<file path="config.mk">
export PLATFORM = sky130hd
export DESIGN_NAME = butterfly_r2_cfg
export DESIGN_NICKNAME = d
export VERILOG_FILES = /design/src/rtl/fft_pkg.sv /design/src/rtl/cmul_sat.sv /design/src/rtl/butterfly_r2_cfg.sv
export SDC_FILE = /design/constraint.sdc
export NUM_CORES = 2
export LEC_CHECK = 0
export ABC_AREA = 1
export BUFFER_PORTS_ARGS = -buffer_cell sky130_fd_sc_hd__buf_2
export CORE_MARGIN = 1.5
export CORE_UTILIZATION = 45
export DETAILED_ROUTE_END_ITERATION = 8
export PLACE_DENSITY_LB_ADDON = 0.12
export REMOVE_ABC_BUFFERS = 1
export SLEW_MARGIN = 15
export SYNTH_ARGS = -nofsm -noshare
export SYNTH_HDL_FRONTEND = slang
export SYNTH_SLANG_ARGS = --single-unit
export TNS_END_PERCENT = 20
</file>
<file path="constraint.sdc">
create_clock -name i_clk -period 28.2 [get_ports i_clk]
set_input_delay 4.23 -clock i_clk [delete_from_list [all_inputs] [get_ports i_clk]]
set_output_delay 4.23 -clock i_clk [all_outputs]
set_load 0.02 [all_outputs]
</file>
<file path="src/rtl/fft_pkg.sv">
// Shared widths, transform direction type and fixed-point helpers for the
// radix-2 FFT datapath. Helpers work on 64-bit sign-extended values.
package fft_pkg;
    localparam int DEFAULT_W = 16;
    localparam int DEFAULT_F = 15;
    localparam int MAXW      = 64;

    typedef enum logic {FWD = 1'b0, INV = 1'b1} fft_dir_e;

    // Clamp a sign-extended value into the signed range of a w-bit word.
    function automatic logic signed [MAXW-1:0] sat_w(input logic signed [MAXW-1:0] v,
                                                     input int w);
        logic signed [MAXW-1:0] hi;
        logic signed [MAXW-1:0] lo;
        hi = (64'sd1 <<< (w - 1)) - 64'sd1;
        lo = -(64'sd1 <<< (w - 1));
        if (v > hi) return hi;
        if (v < lo) return lo;
        return v;
    endfunction

    function automatic logic out_of_range(input logic signed [MAXW-1:0] v, input int w);
        logic signed [MAXW-1:0] hi;
        logic signed [MAXW-1:0] lo;
        hi = (64'sd1 <<< (w - 1)) - 64'sd1;
        lo = -(64'sd1 <<< (w - 1));
        return (v > hi) || (v < lo);
    endfunction

    // Arithmetic right shift with round-half-up.
    function automatic logic signed [MAXW-1:0] rnd_shift(input logic signed [MAXW-1:0] v,
                                                         input int sh);
        if (sh <= 0) return v;
        return (v + (64'sd1 <<< (sh - 1))) >>> sh;
    endfunction
endpackage

</file>
<file path="src/rtl/cmul_sat.sv">
// Pipelined complex multiplier with optional conjugated second operand;
// the first register holds the rounded, saturated product and its sat flag.
module cmul_sat
    import fft_pkg::*;
#(
    parameter int W       = DEFAULT_W,
    parameter int F       = DEFAULT_F,
    parameter int MUL_LAT = 3
) (
    input  logic              i_clk,
    input  logic              i_rst,
    input  logic              i_en,
    input  logic              i_conj,
    input  logic [0:1][W-1:0] i_a,
    input  logic [0:1][W-1:0] i_b,
    output logic [0:1][W-1:0] o_prod,
    output logic              o_sat
);
    localparam int PW = 2 * W + 1;
    localparam logic signed [W-1:0] MIN_V = {1'b1, {(W-1){1'b0}}};
    localparam logic signed [W-1:0] MAX_V = {1'b0, {(W-1){1'b1}}};

    logic signed [W-1:0]    ar, ai, br, bi, bi_eff;
    logic                   conj_sat;
    logic signed [PW-1:0]   p_re, p_im;
    logic signed [MAXW-1:0] r_re, r_im;
    logic [0:1][W-1:0]      q;
    logic                   q_sat;
    logic [0:1][W-1:0]      prod_pipe [0:MUL_LAT-1];
    logic [MUL_LAT-1:0]     sat_pipe;

    assign ar = i_a[0];
    assign ai = i_a[1];
    assign br = i_b[0];
    assign bi = i_b[1];

    // Negating the most negative twiddle cannot be represented; clamp and flag it.
    always_comb begin
        bi_eff   = bi;
        conj_sat = 1'b0;
        if (i_conj) begin
            if (bi == MIN_V) begin
                bi_eff   = MAX_V;
                conj_sat = 1'b1;
            end else begin
                bi_eff = -bi;
            end
        end
    end

    assign p_re = PW'(ar) * PW'(br) - PW'(ai) * PW'(bi_eff);
    assign p_im = PW'(ar) * PW'(bi_eff) + PW'(ai) * PW'(br);

    assign r_re  = rnd_shift(MAXW'(p_re), F);
    assign r_im  = rnd_shift(MAXW'(p_im), F);
    assign q[0]  = W'(sat_w(r_re, W));
    assign q[1]  = W'(sat_w(r_im, W));
    assign q_sat = conj_sat | out_of_range(r_re, W) | out_of_range(r_im, W);

    always_ff @(posedge i_clk) begin
        if (i_rst) begin
            for (int k = 0; k < MUL_LAT; k++) prod_pipe[k] <= '0;
            sat_pipe <= '0;
        end else if (i_en) begin
            prod_pipe[0] <= q;
            sat_pipe[0]  <= q_sat;
            for (int k = 1; k < MUL_LAT; k++) begin
                prod_pipe[k] <= prod_pipe[k-1];
                sat_pipe[k]  <= sat_pipe[k-1];
            end
        end
    end

    assign o_prod = prod_pipe[MUL_LAT-1];
    assign o_sat  = sat_pipe[MUL_LAT-1];
endmodule

</file>
<file path="src/rtl/butterfly_r2_cfg.sv">
// Radix-2 DIT butterfly: top = even + W*odd, btm = even - W*odd, with
// per-sample direction and scale/saturate modes, stall and sticky overflow.
module butterfly_r2_cfg
    import fft_pkg::*;
#(
    parameter int W       = DEFAULT_W,
    parameter int F       = W - 1,
    parameter int MUL_LAT = 3
) (
    input  logic              i_clk,
    input  logic              i_rst,
    input  logic              i_en,
    input  logic              i_valid,
    input  logic              i_inv,
    input  logic              i_scale,
    input  logic [0:1][W-1:0] i_even,
    input  logic [0:1][W-1:0] i_odd,
    input  logic [0:1][W-1:0] i_twi,
    input  logic              i_ovf_clr,
    output logic              o_valid,
    output logic [0:1][W-1:0] o_top,
    output logic [0:1][W-1:0] o_btm,
    output logic              o_ovf
);
    fft_dir_e           dir;
    logic [0:1][W-1:0]  prod;
    logic               mul_sat;
    logic [0:1][W-1:0]  even_pipe [0:MUL_LAT-1];
    logic [MUL_LAT-1:0] valid_pipe;
    logic [MUL_LAT-1:0] scale_pipe;
    logic [0:1][W-1:0]  ev;
    logic               sc;
    logic               vl;
    logic [0:1][W-1:0]  res_top, res_btm;
    logic [3:0]         add_ovf;

    assign dir = fft_dir_e'(i_inv);

    cmul_sat #(
        .W       (W),
        .F       (F),
        .MUL_LAT (MUL_LAT)
    ) u_cmul (
        .i_clk  (i_clk),
        .i_rst  (i_rst),
        .i_en   (i_en),
        .i_conj (dir == INV),
        .i_a    (i_odd),
        .i_b    (i_twi),
        .o_prod (prod),
        .o_sat  (mul_sat)
    );

    // Side-band delay lines keep even data and mode bits aligned with the product.
    always_ff @(posedge i_clk) begin
        if (i_rst) begin
            for (int k = 0; k < MUL_LAT; k++) even_pipe[k] <= '0;
            valid_pipe <= '0;
            scale_pipe <= '0;
        end else if (i_en) begin
            even_pipe[0]  <= i_even;
            valid_pipe[0] <= i_valid;
            scale_pipe[0] <= i_scale;
            for (int k = 1; k < MUL_LAT; k++) begin
                even_pipe[k]  <= even_pipe[k-1];
                valid_pipe[k] <= valid_pipe[k-1];
                scale_pipe[k] <= scale_pipe[k-1];
            end
        end
    end

    assign ev = even_pipe[MUL_LAT-1];
    assign sc = scale_pipe[MUL_LAT-1];
    assign vl = valid_pipe[MUL_LAT-1];

    genvar gi;
    generate
        for (gi = 0; gi < 2; gi++) begin : g_comp
            logic signed [W:0]      s_top, s_btm;
            logic signed [MAXW-1:0] x_top, x_btm;

            assign s_top = {ev[gi][W-1], ev[gi]} + {prod[gi][W-1], prod[gi]};
            assign s_btm = {ev[gi][W-1], ev[gi]} - {prod[gi][W-1], prod[gi]};
            assign x_top = MAXW'(s_top);
            assign x_btm = MAXW'(s_btm);

            // Halving cannot overflow, so only full-scale results can saturate.
            assign res_top[gi] = sc ? W'(rnd_shift(x_top, 1)) : W'(sat_w(x_top, W));
            assign res_btm[gi] = sc ? W'(rnd_shift(x_btm, 1)) : W'(sat_w(x_btm, W));
            assign add_ovf[2*gi]   = !sc && out_of_range(x_top, W);
            assign add_ovf[2*gi+1] = !sc && out_of_range(x_btm, W);
        end
    endgenerate

    always_ff @(posedge i_clk) begin
        if (i_rst) begin
            o_valid <= 1'b0;
            o_top   <= '0;
            o_btm   <= '0;
            o_ovf   <= 1'b0;
        end else if (i_en) begin
            o_valid <= vl;
            o_top   <= res_top;
            o_btm   <= res_btm;
            if (vl && (mul_sat || (|add_ovf))) begin
                o_ovf <= 1'b1;
            end else if (i_ovf_clr) begin
                o_ovf <= 1'b0;
            end
        end
    end
endmodule

</file>
; ---- After elaboration in Yosys (flattened, before gate mapping)
; Memory sizes are Yosys's and may differ from the RTL's.
; Index checks and enable logic that the tools add are counted.
[word_totals]
ramBits = 192
reg_bits = 75
in_bits = 103
n_memories = 2
wordCells = 128
output_inout_bits = 66
[mem_list]
columns = memory, words, width, read_ports, rd_clocked_by_memory_dff, wr, line_no
row1 = even_pipe, 3, 32, 3, 0, 3, butterfly_r2_cfg.sv:28  ; logic [0:1][W-1:0] even_pipe [0:MUL_LAT-1];
row2 = u_cmul.prod_pipe, 3, 32, 3, 0, 3, cmul_sat.sv:29  ; logic [0:1][W-1:0] prod_pipe [0:MUL_LAT-1];
[classes]
addsub = 13
eq_ne = 1
n_bitwise = 8
n_mul = 4
order_cmp = 12
mux = 63
reduce_logical = 16
[op_table]
columns = operator, count
row1 = 2-to-1 mux 16 bit, 30
row2 = 2-to-1 mux 32 bit, 6
row3 = multiplier 16 x 16 -> 32 bit, 4
row4 = "adder 17 x 2 -> 17 bit, second input constant", 4
row5 = "adder 33 x 16 -> 34 bit, second input constant", 2
row6 = "greater-than comparator 17 x 16 -> 1 bit, second input constant", 4
row7 = "less-than comparator 17 x 16 -> 1 bit, second input constant", 4
row8 = "greater-than comparator 19 x 16 -> 1 bit, second input constant", 2
row9 = "less-than comparator 19 x 16 -> 1 bit, second input constant", 2
row10 = adder 16 x 16 -> 17 bit, 2
row11 = subtractor 16 x 16 -> 17 bit, 2
row12 = adder 32 x 32 -> 33 bit, 1
row13 = subtractor 32 x 32 -> 33 bit, 1
row14 = 2-to-1 mux 1 bit, 27
row15 = "== test 16 bit, second input constant", 1
row16 = negation 16 bit, 1
row17 = OR 1 bit, 8
row18 = logical OR 1 bit, 7
row19 = logical AND 1 bit, 5
row20 = OR reduction 4 bit, 1
row21 = AND reduction 2 bit, 1
row22 = nonzero test 2 bit, 1
row23 = logical NOT 1 bit, 1

; ---- Longest topological paths before layout
[logic_depth]
depth_word = 12
depth_mapped = 49
mapped_depth_nobuf = 48

; ---- Hierarchy
; From an unflattened synthesis, not the netlist that was laid out.
[hier_totals]
hier_cells = 7239
area_unflattened_um2 = 58640.0
[by_module_without_submodules]
columns = module, instances, area_per_inst_um2, seq_area_each_um2, cells_per_inst
row1 = cmul_sat, 1, 45711.3, 2942.8, 5301
row2 = butterfly_r2_cfg, 1, 12928.6, 4324.1, 1938

; ---- Worst setup path after synthesis
; No wires, ideal clock.
[synth_timing]
kind = input to register
startpoint = in i_twi[0] in the netlist's numbering
endpoint = mem u_cmul.prod_pipe[0][22] in the netlist's numbering (data pin)
required_ps = 27930
slack_ps = 15575
path_buffers = 1
t_arrival_ps = 12355
setup_time_ps = 270
stages = 33
cell_sequence = inv_1 -> ha_1 -> nand2_2 -> nor2_4 -> nand3_4 -> nand2_8 -> inv_1 -> nor2_1 -> inv_1 -> fa_1 -> inv_1 -> fa_1 -> fa_1 -> fa_1 -> fa_1 -> fa_1 -> inv_1 -> fa_1 -> inv_1 -> fa_1 -> inv_1 -> ha_1 -> inv_1 -> nor3_1 -> a2111oi_0 -> nand2_1 -> nand2_1 -> nand2_1 -> nand3_2 -> nand2_4 -> buf_6 -> nand2_1 -> a21oi_2
[synth_rtl]
columns = element, line_no
row1 = start: declaration, butterfly_r2_cfg.sv:18  ; input logic [0:1][W-1:0] i_twi,
row2 = end: declaration, cmul_sat.sv:29

; ---- Worst setup path in the final report
[layout_timing]
startpoint = in i_twi[0] in the netlist's numbering
endpoint = reg u_cmul.sat_pipe[0]
[layout_between]
elab_chain_cells = 10
elab_cells_between_ends = 20
cone_classes = add/sub: 5 / mul: 2 / order compare: 4 / eq/ne: 1 / mux: 4 / bitwise: 2 / reduce/logical: 2
[layout_lines]
columns = element, line_no
row1 = negation 16 bit or == test 16 bit (tied branches), "cmul_sat.sv:46, cmul_sat.sv:42"
row2 = 2-to-1 mux 16 bit, cmul_sat.sv:42  ; if (bi == MIN_V) begin
row3 = 2-to-1 mux 16 bit, cmul_sat.sv:41  ; if (i_conj) begin
row4 = multiplier 16 x 16 -> 32 bit, cmul_sat.sv:51  ; assign p_re = PW'(ar) * PW'(br) - PW'(ai) * PW'(bi_eff);
row5 = subtractor 32 x 32 -> 33 bit, cmul_sat.sv:51
row6 = adder 33 x 16 -> 34 bit, fft_pkg.sv:34  ; return (v + (64'sd1 <<< (sh - 1))) >>> sh;
row7 = greater-than comparator 19 x 16 -> 1 bit or less-than comparator 19 x 16 -> 1 bit (tied branches), fft_pkg.sv:27  ; return (v > hi) || (v < lo);
row8 = logical OR 1 bit, fft_pkg.sv:27
row9 = OR 1 bit, cmul_sat.sv:58  ; assign q_sat = conj_sat | out_of_range(r_re, W) | out_of_range(r_im, W);
row10 = OR 1 bit *, cmul_sat.sv:58
row11 = end signal: assignment, cmul_sat.sv:66  ; sat_pipe[0] <= q_sat;
row12 = end signal: indexed assignment, cmul_sat.sv:69  ; sat_pipe[k] <= sat_pipe[k-1];
row13 = end: declaration, cmul_sat.sv:30  ; logic [MUL_LAT-1:0] sat_pipe;
; Every way passes the cells marked *; elsewhere a longest branch is shown, timed or not.
; A chain may end at the register's enable or synchronous reset.

==> impl_metrics.toml <==
[worst_hold_path]
worstHoldPathCells = 2
min_from = "o_btm[17]$_SDFFE_PP0P_"
hold_end = "o_btm[17]$_SDFFE_PP0P_"
holdCritPathClass = "flop to flop"

[final_layout]
fin_nets = 8738
final_util = 0.479
final_common_cell = "inv_1"
fillCellCount = 12900
drive_gt1_frac = 0.0543
area_delta_synth_final_pct = 5.84
stdcell_area_um2 = 61100
mostFrequentLayoutCells = "2049 x inv_1, 1531 x nand2_1, 1196 x fa_1"
diodes = 0

[route]
wl_met2_mm = 83.3
wl_met1_mm = 73.7
drtPass1Iterations = 7
drcViolationCount = 0
met3_length_mm = 8.72
wl_mm = 173
drt_iter0_drc = 2575
drtAntennaViolNets = 0
viasPerCell = 5.03
topRoutingLayerUsed = "met5"
vias = 44000
avgRoutedWirePerCell_um = 19.8

[setup_path]
cp_slowest_cell = "nand2_1"
cp_max_fo = 22
cp-end-kind = "flop"
crit_type = "input port to flop"
start_kind = "input port"
r2r_start = "even_pipe[0][64]$_SDFFCE_PN0P_"
cp.arrival_ps = 14730
reg2reg_depth = 19
reg2reg_to = "o_btm[5]$_SDFFE_PP0P_"
cp.required_ps = 28670
cpPeakStageDelay_ps = 890
r2r_slack_ps = 24660
cpMostUsedCell = "nand2_1"

[clock_tree]
path_clk_slew_ps = 60
cts_tree = "done"
hold_buffers = 0
numCtsBuffers = 28
clock_path_buffers = 3
post_cts_buffers = 0
cts_resized = 0
htreeDepth = 1
clockRootBuffer = "clkbuf_16"
worstSkewPairLatency_ps = 580
numClockSinks = 267

[sta]
fin_worst_skew_ps = 17.1
tightest_slew_ps = 1060
slew_violations = 0
period_share = 0.506
hold_viol_final = 0
rsz0062_at_grt = "no"
slew_headroom = 0.291
max_freq_ghz = 0.0701
min_period_ps = 14260
finalSetupTns_ps = 0
setup-violations-final = 0

[yosys]
ys_ff_latch = 267
netlist_instances = 7061
synth.distinct_cells = 64
synth_area_um2 = 57800
seq_area_frac_synth = 0.126
synth-main-ff-cell = "edfxtp_1"
netlist.area_leader.share = 0.415
synth-edff-count = 192
syn_avg_cell_area_um2 = 8.18
synth_top_area_cell = "fa_1"
yosys_warnings = 0
synth_area_leaders = "fa_1 41%, inv_1 13%, edfxtp_1 10%"
synthArstFlopShare = 0

[floorplanning]
die_area_um2 = 131000
rows = 131
start_util = 0.453
coreArea_um2 = 128000
die_w_um = 361
die_h_um = 361
ios = 169

[grt]
antenna_found_initial = 1
grt_usage = 0.273
grt_max_degree = 118
grt_pass1_wl_mm = 273
grt_overflow = 0
grt_pass1_vias = 47600

[placement]
port_buffers = 168
place_area_um2 = 60200
place.gp.congestion = 0.947
dp_hpwl_mm = 138

[flow_run]
cap_viol_max_count = 0

[run_status]
status = "complete, no violations"
-- how the worst max path moves through the flow --
stage                                            endpoint  cells past startpoint  startpoint  slack, ps
floorplan           u_cmul.prod_pipe[0][16]$_SDFFCE_PN0P_                     30    i_twi[0]      15310
global placement          u_cmul.sat_pipe[0]$_SDFFE_PP0P_                     40    i_twi[0]      13540
detailed placement        u_cmul.sat_pipe[0]$_SDFFE_PP0P_                     40    i_twi[0]      13410
CTS                       u_cmul.sat_pipe[0]$_SDFFE_PP0P_                     40    i_twi[0]      14050
global route              u_cmul.sat_pipe[0]$_SDFFE_PP0P_                     40    i_twi[0]      13510
finish                    u_cmul.sat_pipe[0]$_SDFFE_PP0P_                     40    i_twi[0]      13940
-- sequential cells by signal, summed over array words and instances (netlist names) --
signal            flops
even_pipe            96
u_cmul.prod_pipe     96
o_btm                32
o_top                32
scale_pipe            3
u_cmul.sat_pipe       3
valid_pipe            3
o_ovf                 1
o_valid               1
-- cells in the mapped netlist (4+ instances only) --
| master | count |
|---|---|
| inv_1 | 2048 |
| nand2_1 | 1533 |
| fa_1 | 1196 |
| nor2_1 | 489 |
| ha_1 | 374 |
| clkbuf_1 | 212 |
| a21oi_1 | 192 |
| edfxtp_1 | 192 |
| nand3_1 | 161 |
| o21ai_0 | 137 |
| dfxtp_1 | 75 |
| xor2_1 | 74 |
| nor3_1 | 40 |
| xnor2_1 | 38 |
| nand4_1 | 37 |
| o21ai_1 | 28 |
| nand2_2 | 17 |
| a31oi_1 | 16 |
| buf_1 | 16 |
| buf_2 | 15 |
| inv_2 | 14 |
| buf_4 | 11 |
| nand3_2 | 11 |
| nor4_1 | 11 |
| a21o_1 | 9 |
| a21oi_2 | 9 |
| nor3_2 | 8 |
| nor2_2 | 7 |
| xor2_2 | 7 |
| nand3b_1 | 6 |
| o22ai_1 | 6 |
| and2_1 | 5 |
| o21a_1 | 5 |
| o21bai_1 | 5 |
| a22oi_1 | 4 |
| and3_1 | 4 |
| clkinv_1 | 4 |
| nand2_4 | 4 |
| or2_2 | 4 |
-- through the flow --
stage / setup slack (ps) / hold WS (ps) / instances
detailed placement: 13410 / 436 / 8697
global route: 13510 / 462 / 8747
CTS: 14050 / 451 / 8747
global placement: 13540 / 433 / 8697
floorplan: 15310 / 426 / 6803
finish: 13940 / 449 / 8747
-- area by class of cell --
class | count | area, um^2 | share of cell area
Tap cell | 1662 | 2080 | 0.0340
Multi-Input combinational cell | 4469 | 41700 | 0.682
Inverter | 2067 | 7770 | 0.127
Clock inverter | 14 | 145 | 0.00237
Sequential cell | 267 | 7270 | 0.119
Timing Repair Buffer | 232 | 1330 | 0.0217
Clock buffer | 36 | 826 | 0.0135
-- per-layer routing --
layer,GRT usage,vias up
met1,0.355,22100
met3,0.0289,337
met2,0.468,1235
met5,0,-
li1,-,20300
met4,0.106,2
-- worst max-delay path, delay by kind of cell --
kind	cells	cell delay [ps]
and+or+nand+nor	20	3930
buffers and inverters	10	2040
adders and majority gates	10	4470
-- cell families (layout without fill, tap and decap cells) --
family                   Yosys count  count (layout)  share of synthesized area
AND/OR/NAND/NOR                 2348            2348                      0.166
buffers and inverters           2325            2349                      0.153
adder cells (fa/ha/maj)         1570            1570                      0.496
AO/OA/AOI/OAI                    429             429                     0.0404
flip-flops                       267             267                      0.126
XOR/XNOR                         121             121                     0.0197
multiplexers                       1               1                   0.000173
Power is not shown: default switching activity piles up to over one toggle a cycle in this logic, so the estimate is an artifact.
